File: config.mk
export PLATFORM = sky130hd
export DESIGN_NAME = signext_reg
export DESIGN_NICKNAME = d
export VERILOG_FILES = /design/src/rtl/signext_pkg.sv /design/src/rtl/signext_reg_imm_decode.sv /design/src/rtl/signext_reg.sv
export SDC_FILE = /design/constraint.sdc
export NUM_CORES = 1
export LEC_CHECK = 0
export CORE_MARGIN = 2
export CORE_UTILIZATION = 37
export CTS_CLUSTER_SIZE = 40
export DETAILED_ROUTE_END_ITERATION = 6
export GPL_TIMING_DRIVEN = 0
export HOLD_SLACK_MARGIN = 0.05
export PLACE_DENSITY = 0.89
export SLEW_MARGIN = 20
export SYNTH_ARGS = -nofsm -noshare
export SYNTH_HDL_FRONTEND = slang
export SYNTH_SLANG_ARGS = --single-unit
export TNS_END_PERCENT = 100
File: constraint.sdc
create_clock -name clk -period 2.45 [get_ports clk]
set_input_delay 0.49 -clock clk [delete_from_list [all_inputs] [get_ports clk]]
set_output_delay 0.49 -clock clk [all_outputs]
set_load 0.01 [all_outputs]
File: src/rtl/signext_pkg.sv
// signext_pkg: opcode constants, immediate field positions, format enum and
// sign-extension helpers shared by the LEGv8 immediate extender.
// Optional feature macro: SIGNEXT_B_FORMAT_EN (B-type decode).
package signext_pkg;

  localparam int INSTR_W  = 32;
  localparam int RESULT_W = 64;

  // Opcode constants; each is compared against the top bits of the
  // instruction, so every constant carries its own width.
  localparam logic [7:0]  OP_CBZ  = 8'b10110100;
  localparam logic [7:0]  OP_CBNZ = 8'b10110101;
  localparam logic [10:0] OP_LDUR = 11'b11111000010;
  localparam logic [10:0] OP_STUR = 11'b11111000000;
  localparam logic [9:0]  OP_ADDI = 10'b1001000100;
  localparam logic [5:0]  OP_B    = 6'b000101;

  // Immediate field positions within the 32-bit instruction word.
  localparam int CB_IMM_MSB = 23;
  localparam int CB_IMM_LSB = 5;
  localparam int D_IMM_MSB  = 20;
  localparam int D_IMM_LSB  = 12;
  localparam int I_IMM_MSB  = 21;
  localparam int I_IMM_LSB  = 10;
  localparam int B_IMM_MSB  = 25;
  localparam int B_IMM_LSB  = 0;

  typedef enum logic [2:0] {
    FMT_NONE = 3'd0,
    FMT_CB   = 3'd1,
    FMT_D    = 3'd2,
    FMT_I    = 3'd3,
    FMT_B    = 3'd4
  } imm_fmt_e;

  // Opcode matchers. They look only at the opcode bits of each format.
  function automatic logic is_cb_op(input logic [INSTR_W-1:0] instr);
    return (instr[31:24] == OP_CBZ) || (instr[31:24] == OP_CBNZ);
  endfunction

  function automatic logic is_d_op(input logic [INSTR_W-1:0] instr);
    return (instr[31:21] == OP_LDUR) || (instr[31:21] == OP_STUR);
  endfunction

  function automatic logic is_i_op(input logic [INSTR_W-1:0] instr);
    return (instr[31:22] == OP_ADDI);
  endfunction

  function automatic logic is_b_op(input logic [INSTR_W-1:0] instr);
    return (instr[31:26] == OP_B);
  endfunction

  // Sign-extension helpers: replicate the field MSB up to 64 bits.
  // Branch offsets stay in instruction units; the <<2 happens downstream.
  function automatic logic [RESULT_W-1:0] sext_cb(input logic [INSTR_W-1:0] instr);
    return {{45{instr[CB_IMM_MSB]}}, instr[CB_IMM_MSB:CB_IMM_LSB]};
  endfunction

  function automatic logic [RESULT_W-1:0] sext_d(input logic [INSTR_W-1:0] instr);
    return {{55{instr[D_IMM_MSB]}}, instr[D_IMM_MSB:D_IMM_LSB]};
  endfunction

  // ADDI immediate is deliberately sign-extended, not zero-extended.
  function automatic logic [RESULT_W-1:0] sext_i(input logic [INSTR_W-1:0] instr);
    return {{52{instr[I_IMM_MSB]}}, instr[I_IMM_MSB:I_IMM_LSB]};
  endfunction

  function automatic logic [RESULT_W-1:0] sext_b(input logic [INSTR_W-1:0] instr);
    return {{38{instr[B_IMM_MSB]}}, instr[B_IMM_MSB:B_IMM_LSB]};
  endfunction

endpackage

File: src/rtl/signext_reg_imm_decode.sv
// imm_decode: purely combinational opcode decode and immediate sign-extension.
// Optional feature macro: SIGNEXT_B_FORMAT_EN adds B-type decode; without it
// the B opcode falls through to FMT_NONE like any unrecognised opcode.
module imm_decode
  import signext_pkg::*;
(
  input  logic [INSTR_W-1:0]  instruction,
  output imm_fmt_e            fmt,
  output logic [RESULT_W-1:0] ext_value
);

  imm_fmt_e             w_fmt;
  logic [RESULT_W-1:0]  w_ext;
  logic                 w_unused_bits;

  // Rt/Rd bits never feed any immediate; fold them so they are visibly unused.
  assign w_unused_bits = ^instruction[4:0];

  // Classify the opcode; patterns are mutually exclusive so order is irrelevant.
  always_comb begin
    w_fmt = FMT_NONE;
    if (is_cb_op(instruction)) begin
      w_fmt = FMT_CB;
    end else if (is_d_op(instruction)) begin
      w_fmt = FMT_D;
    end else if (is_i_op(instruction)) begin
      w_fmt = FMT_I;
`ifdef SIGNEXT_B_FORMAT_EN
    end else if (is_b_op(instruction)) begin
      w_fmt = FMT_B;
`endif
    end else begin
      w_fmt = FMT_NONE;
    end
  end

  // Select and sign-extend the field belonging to the decoded format.
  always_comb begin
    w_ext = 64'h0;
    case (w_fmt)
      FMT_CB:   w_ext = sext_cb(instruction);
      FMT_D:    w_ext = sext_d(instruction);
      FMT_I:    w_ext = sext_i(instruction);
`ifdef SIGNEXT_B_FORMAT_EN
      FMT_B:    w_ext = sext_b(instruction);
`endif
      FMT_NONE: w_ext = 64'h0;
      default:  w_ext = 64'h0;
    endcase
  end

  assign fmt       = w_fmt;
  assign ext_value = w_ext;

endmodule

File: src/rtl/signext_reg.sv
// signext_reg: LEGv8 immediate sign-extender with a single output register.
// The instruction sampled on edge N appears on result/imm_valid after edge N.
// Optional feature macro: SIGNEXT_B_FORMAT_EN (B-type decode, in imm_decode).
module signext_reg
  import signext_pkg::*;
(
  input  logic                clk,
  input  logic                reset,
  input  logic [INSTR_W-1:0]  instruction,
  output logic [RESULT_W-1:0] result,
  output logic                imm_valid
);

  imm_fmt_e             w_fmt;
  logic [RESULT_W-1:0]  w_ext;
  logic                 w_valid;
  logic [RESULT_W-1:0]  r_result;
  logic                 r_imm_valid;

  imm_decode u_imm_decode (
    .instruction (instruction),
    .fmt         (w_fmt),
    .ext_value   (w_ext)
  );

  assign w_valid = (w_fmt != FMT_NONE);

  // Output register; reset wins over decode and clears on the same edge.
  always_ff @(posedge clk) begin
    if (reset) begin
      r_result    <= 64'h0;
      r_imm_valid <= 1'b0;
    end else begin
      r_result    <= w_ext;
      r_imm_valid <= w_valid;
    end
  end

  assign result    = r_result;
  assign imm_valid = r_imm_valid;

endmodule

---- Word-level counts from Yosys, hierarchy flattened ----
Cells that the tools add are included.
storage, ports and cells
  input bits .............................. 34
  output and inout bits ................... 65
  register bits after elaboration ......... 65
operators by class
  reductions and logical operators ........ 3
  mux-type cells .......................... 4
  equality and inequality tests ........... 8
operators by type and width
  kind                  number
  $pmux 64 s3           1
  $eq 11x11->1 const B  2
  $eq 8x8->1 const B    2
  $eq 10x10->1 const B  1
  $eq 3x2->1 const B    2
  $mux 3                2
  $eq 3x1->1 const B    1
  $reduce_bool 3->1     1
  $logic_or 1x1->1      2
  $mux 2                1

---- Longest topological paths before layout ----
  depth in word-level cells ............... 6
  mapped depth ............................ 5
  gate-level depth less buffers ........... 4

---- By module ----
From an unflattened synthesis, not the netlist that was laid out.
second synthesis, totals
  cells, all modules ...................... 243
  area, all modules ....................... 2,577.5 um^2
modules (own cells, without submodules)
  module       seq. area each (um^2)  instances  cells each  area an instance (um^2)
  signext_reg  1,301.2                1          138         1,858.0
  imm_decode   0.0                    1          105         719.4

---- Worst setup path before layout ----
No wires, ideal clock.
  path type ............................... register -> output
  start ................................... register, netlist name result[62]
  end ..................................... output port result[19]
  data arrival time ....................... 1.325 ns
  buffers on the path ..................... 1
  cell stages (with the launch flop) ...... 2
  slack ................................... 0.635 ns
  cells stage by stage .................... dfxtp_1 -> buf_4
RTL lines
  item              line               text
  end: declaration  signext_reg.sv:10  output logic [RESULT_W-1:0] result,

---- Worst setup path after layout ----
  start ................................... input port instruction[29]
  end ..................................... register r_result[10], in the netlist result[10]
between the ends
  longest elaborated chain between the ends .. 6
  elaborated cells between the ends (all ways) .. 14
  those cells by class .................... 8 x eq/ne; 4 x mux; 2 x reduce/logical
RTL lines
  item                                                 line                                             text
  start: declaration                                   signext_reg.sv:9                                 input logic [INSTR_W-1:0] instruction,
  $eq 10x10->1 / $eq 11x11->1 (equally long branches)  signext_pkg.sv:46, signext_pkg.sv:42
  $mux 2 / $logic_or 1x1->1 (equally long branches)    signext_reg_imm_decode.sv:26, signext_pkg.sv:42
  $mux 3                                               signext_reg_imm_decode.sv:24                     end else if (is_d_op(instruction)) begin
  $mux 3 *                                             signext_reg_imm_decode.sv:22                     if (is_cb_op(instruction)) begin
  $eq 3x2->1 / $eq 3x1->1 (equally long branches)      signext_reg_imm_decode.sv:40                     case (w_fmt)
  $pmux 64 s3 *                                        signext_reg_imm_decode.sv:40
  end signal: assignment                               signext_reg.sv:34                                r_result <= w_ext;
  end: declaration                                     signext_reg.sv:17                                logic [RESULT_W-1:0] r_result;
Mark *: on every way between the ends. The rest lies on a longest branch, timed or not.
A chain may end at the register's enable or synchronous reset.

==> impl_summary.txt <==
----------------------------------------------------
[Outcome]
  Run status ... finished, final reports clean

[Timing]
  Post-route worst setup slack ... 303 ps
  Minimum period implied by the final worst setup slack ... 2150 ps
  Fraction of the cycle the final worst path needs ... 0.876
  Final hold violations ... 0
  Max_slew headroom ... 0.579
  Worst Max-Slew Pin Slew ... 632 ps
  RSZ-0062 raised after global routing ... no
  Top achievable clock speed ... 466 MHz
  Count of final setup violators ... 0
  Worst Hold Slack ... 689 ps
  Fin. max-slew vios ... 0

[Yosys]
  Post-synthesis instance area ... approximately 1400 um^2
  Register area share after synthesis ... 0.294
  Gate Count Post-Synth ... 128
  Synthesized net count ... 162
  Share of Yosys cell area claimed by the top area cell type ... 0.294
  Area leader, netlist ... sky130_fd_sc_hd__dfxtp_1
  Average size of a mapped cell ... ~11 um^2
  Top post-synthesis cells by area ... sky130_fd_sc_hd__dfxtp_1 (29%), sky130_fd_sc_hd__buf_4 (25%), sky130_fd_sc_hd__a211oi_2 (11%)
  Number of distinct library cells after synthesis ... 25
  Number of register bits inferred by synthesis ... 20
  Number of warning messages in the yosys log ... 0

[Clocking]
  Max Root-Sink Buffers ... 2
  TritonCTS clock tree ... yes
  Clock transition at the register clock pins on the worst setup and hold paths after CTS ... 70 ps
  Number of buffers created by CTS ... 3
  # Post-CTS Setup Buffers ... 0
  Number of clock sinks ... 20
  Clk Tree Root Cell ... sky130_fd_sc_hd__clkbuf_8
  Maximum level of the CTS H-tree ... 1

[Critical path]
  Chain of cells forming the critical path ... clkdlybuf4s50_1 > nand2_1 > nor4_4 > buf_2 > mux2i_1 > nor3_2
  Endpoint kind of the worst setup timing path ... register
  Number of buffers and inverters on the critical path ... 2
  Arrival time of the worst setup path ... 2270 ps
  Largest delay contributor family on the critical path ... buffers and inverters
  Worst setup path category ... primary input to register
  Maximum cell stage delay along the critical path ... 610 ps
  Critical-path top delay cell ... sky130_fd_sc_hd__clkdlybuf4s50_1
  Element type at the critical path start ... primary input
  Critical path fanouts, max ... 10
  Data required time at the worst endpoint ... 2580 ps

[Finish]
  Final core utilization ... 0.670
  Highest-count cells in the layout ignoring fill and taps ... sky130_fd_sc_hd__clkdlybuf4s50_1 (92), sky130_fd_sc_hd__buf_4 (45), sky130_fd_sc_hd__dfxtp_1 (19), sky130_fd_sc_hd__a211oi_2 (12), sky130_fd_sc_hd__nand2_1 (10)
  Ratio of cells with drive above 1 in the final layout ... 0.371
  Most common cell after layout, fill and taps aside ... sky130_fd_sc_hd__clkdlybuf4s50_1
  Final net count ... 259
  Number of antenna diodes ... 0
  Area delta synth->final ... 77.6%
  Count of non-filler cells in the finished layout ... 272

[Route]
  First-pass iteration count of the detailed router ... 4
  Routed wirelength normalized by instance count ... 11.4 um
  Number of nets with antenna violations after detailed routing ... 0
  Overall routed net length ... ~3.1 mm
  1st-iter DRT viols ... 72
  Vias per cell ... 4.37
  DRC violation count after routing ... 0
  Routed via count ... ~1200

[Floorplanning]
  Chip width ... roughly 65 um
  Core Area ... around 3600 um^2
  Row count ... 22
  Boundary pin count ... 99
  Die ar. ... 4180 um^2
  Die Y ... 64.7 um
  Effective utilization at floorplan ... 0.378

[Power]
  Overall power of the completed layout ... between 0.7 and 0.8 mW
  Power density cells ... ~300 nW/um^2
  Worst IR Drop VDD ... 0.000351 V
  LEAKAGE ... 0.885 nW

[Global route]
  Maximum number of pins on one net before global-route repair ... 47
  Wire length of the first global-routing pass ... 5.24 mm
  Vias in the first global route ... 1159
  Antenna violations before repair ... 0
  Total congestion overflow after global routing ... 0
  Global routing usage summed across all routing layers ... 0.154

[Place]
  Routability congestion estimate ... 0.781
  Post-placement cell count ... 268
  Number of port buffers ... 92
  Place WS ... 30.2 ps
  Half-perimeter wire length after placement ... between 2 and 3 mm

[Worst hold path]
  Hold worst-path end ... imm_valid
  Hold Path Stages ... 2
  Hold/Removal Path Class ... primary input to register
  Launch instance of the worst min-delay path ... reset

[Job]
  Max capacitance violation total ... 0

----------------------------------------------------
## where the power goes
part | internal, mW | total [mW] | switching, mW
sequential | 0.324 | 0.324 | 0.0000387
clock | 0.218 | 0.328 | 0.110
combinational | 0.0469 | 0.0811 | 0.0342
total | 0.589 | 0.732 | 0.144
## logic make-up after synthesis
family	Yosys count	share of synthesized area
flip-flops	20	0.294
buffers and inverters	53	0.293
AND/OR/NAND/NOR	27	0.184
multiplexers	2	0.0147
AO/OA/AOI/OAI	26	0.214
## state kept, by name, summed over array words and instances, names as in the netlist
signal / cells
result: 19
imm_valid: 1
## per-stage QoR
step / setup TNS (ps) / instance area (um^2)
2_1_floorplan: 0 / 1360
3_3_place_gp: -345 / 2340
5_1_grt: 0 / 2420
3_5_place_dp: 0 / 2340
6_report: 0 / 2420
4_1_cts: 0 / 2410
## routing by layer
layer,routed length [um],global-route usage,up-vias,share of wire
met1,1260,0.170,493,0.40
met2,1400,0.276,77,0.45
met4,31,0.0399,0,0.010
li1,-,-,613,-
met3,424,0.0590,5,0.14
met5,0,0,-,0
## cell type report
| class | count | area, um^2 |
|---|---|---|
| Fill cell | 294 | 1190 |
| Multi-Input combinational cell | 55 | 562 |
| Clock buffer | 3 | 41.3 |
| Timing Repair Buffer | 92 | 921 |
| Tap cell | 48 | 60.1 |
| Clock inverter | 1 | 30.0 |
| Buffer | 52 | 395 |
| Inverter | 1 | 3.75 |
| Sequential cell | 20 | 404 |
## how the worst max path moves through the flow
stage	from	to	slack (ps)	depth (start not counted)
floorplan	result[62]	result[19]	640	1
global placement	result[62]	result[31]	-20	2
detailed placement	instruction[29]	result[10]	30	6
CTS	result[62]	result[48]	120	2
global route	instruction[29]	result[10]	130	6
finish	instruction[29]	result[10]	300	6
## cells in the mapped netlist
| library cell | number |
|---|---|
| sky130_fd_sc_hd__buf_4 | 45 |
| sky130_fd_sc_hd__dfxtp_1 | 20 |
| sky130_fd_sc_hd__a211oi_2 | 12 |
| sky130_fd_sc_hd__nand2_1 | 10 |
| sky130_fd_sc_hd__nor3_2 | 7 |
| sky130_fd_sc_hd__a222oi_1 | 6 |
| sky130_fd_sc_hd__buf_6 | 4 |
| sky130_fd_sc_hd__a22oi_1 | 3 |
| sky130_fd_sc_hd__clkbuf_1 | 2 |
| sky130_fd_sc_hd__mux2i_1 | 2 |
| sky130_fd_sc_hd__nor4b_4 | 2 |
| sky130_fd_sc_hd__o21ai_1 | 2 |
| sky130_fd_sc_hd__a22oi_2 | 1 |
| sky130_fd_sc_hd__a32oi_4 | 1 |
| sky130_fd_sc_hd__and4bb_1 | 1 |
| sky130_fd_sc_hd__buf_2 | 1 |
| sky130_fd_sc_hd__inv_1 | 1 |
| sky130_fd_sc_hd__nand3_1 | 1 |
| sky130_fd_sc_hd__nand3b_4 | 1 |
| sky130_fd_sc_hd__nor2_1 | 1 |
| sky130_fd_sc_hd__nor4_4 | 1 |
| sky130_fd_sc_hd__nor4b_2 | 1 |
| sky130_fd_sc_hd__o31a_1 | 1 |
| sky130_fd_sc_hd__or2_2 | 1 |
| sky130_fd_sc_hd__or4_4 | 1 |
## timing repair
action,CTS,global route
hold buffers,0,0
resized for setup,0,1
setup endpoints to repair,0,8
Power figures use the tool's default switching activity.
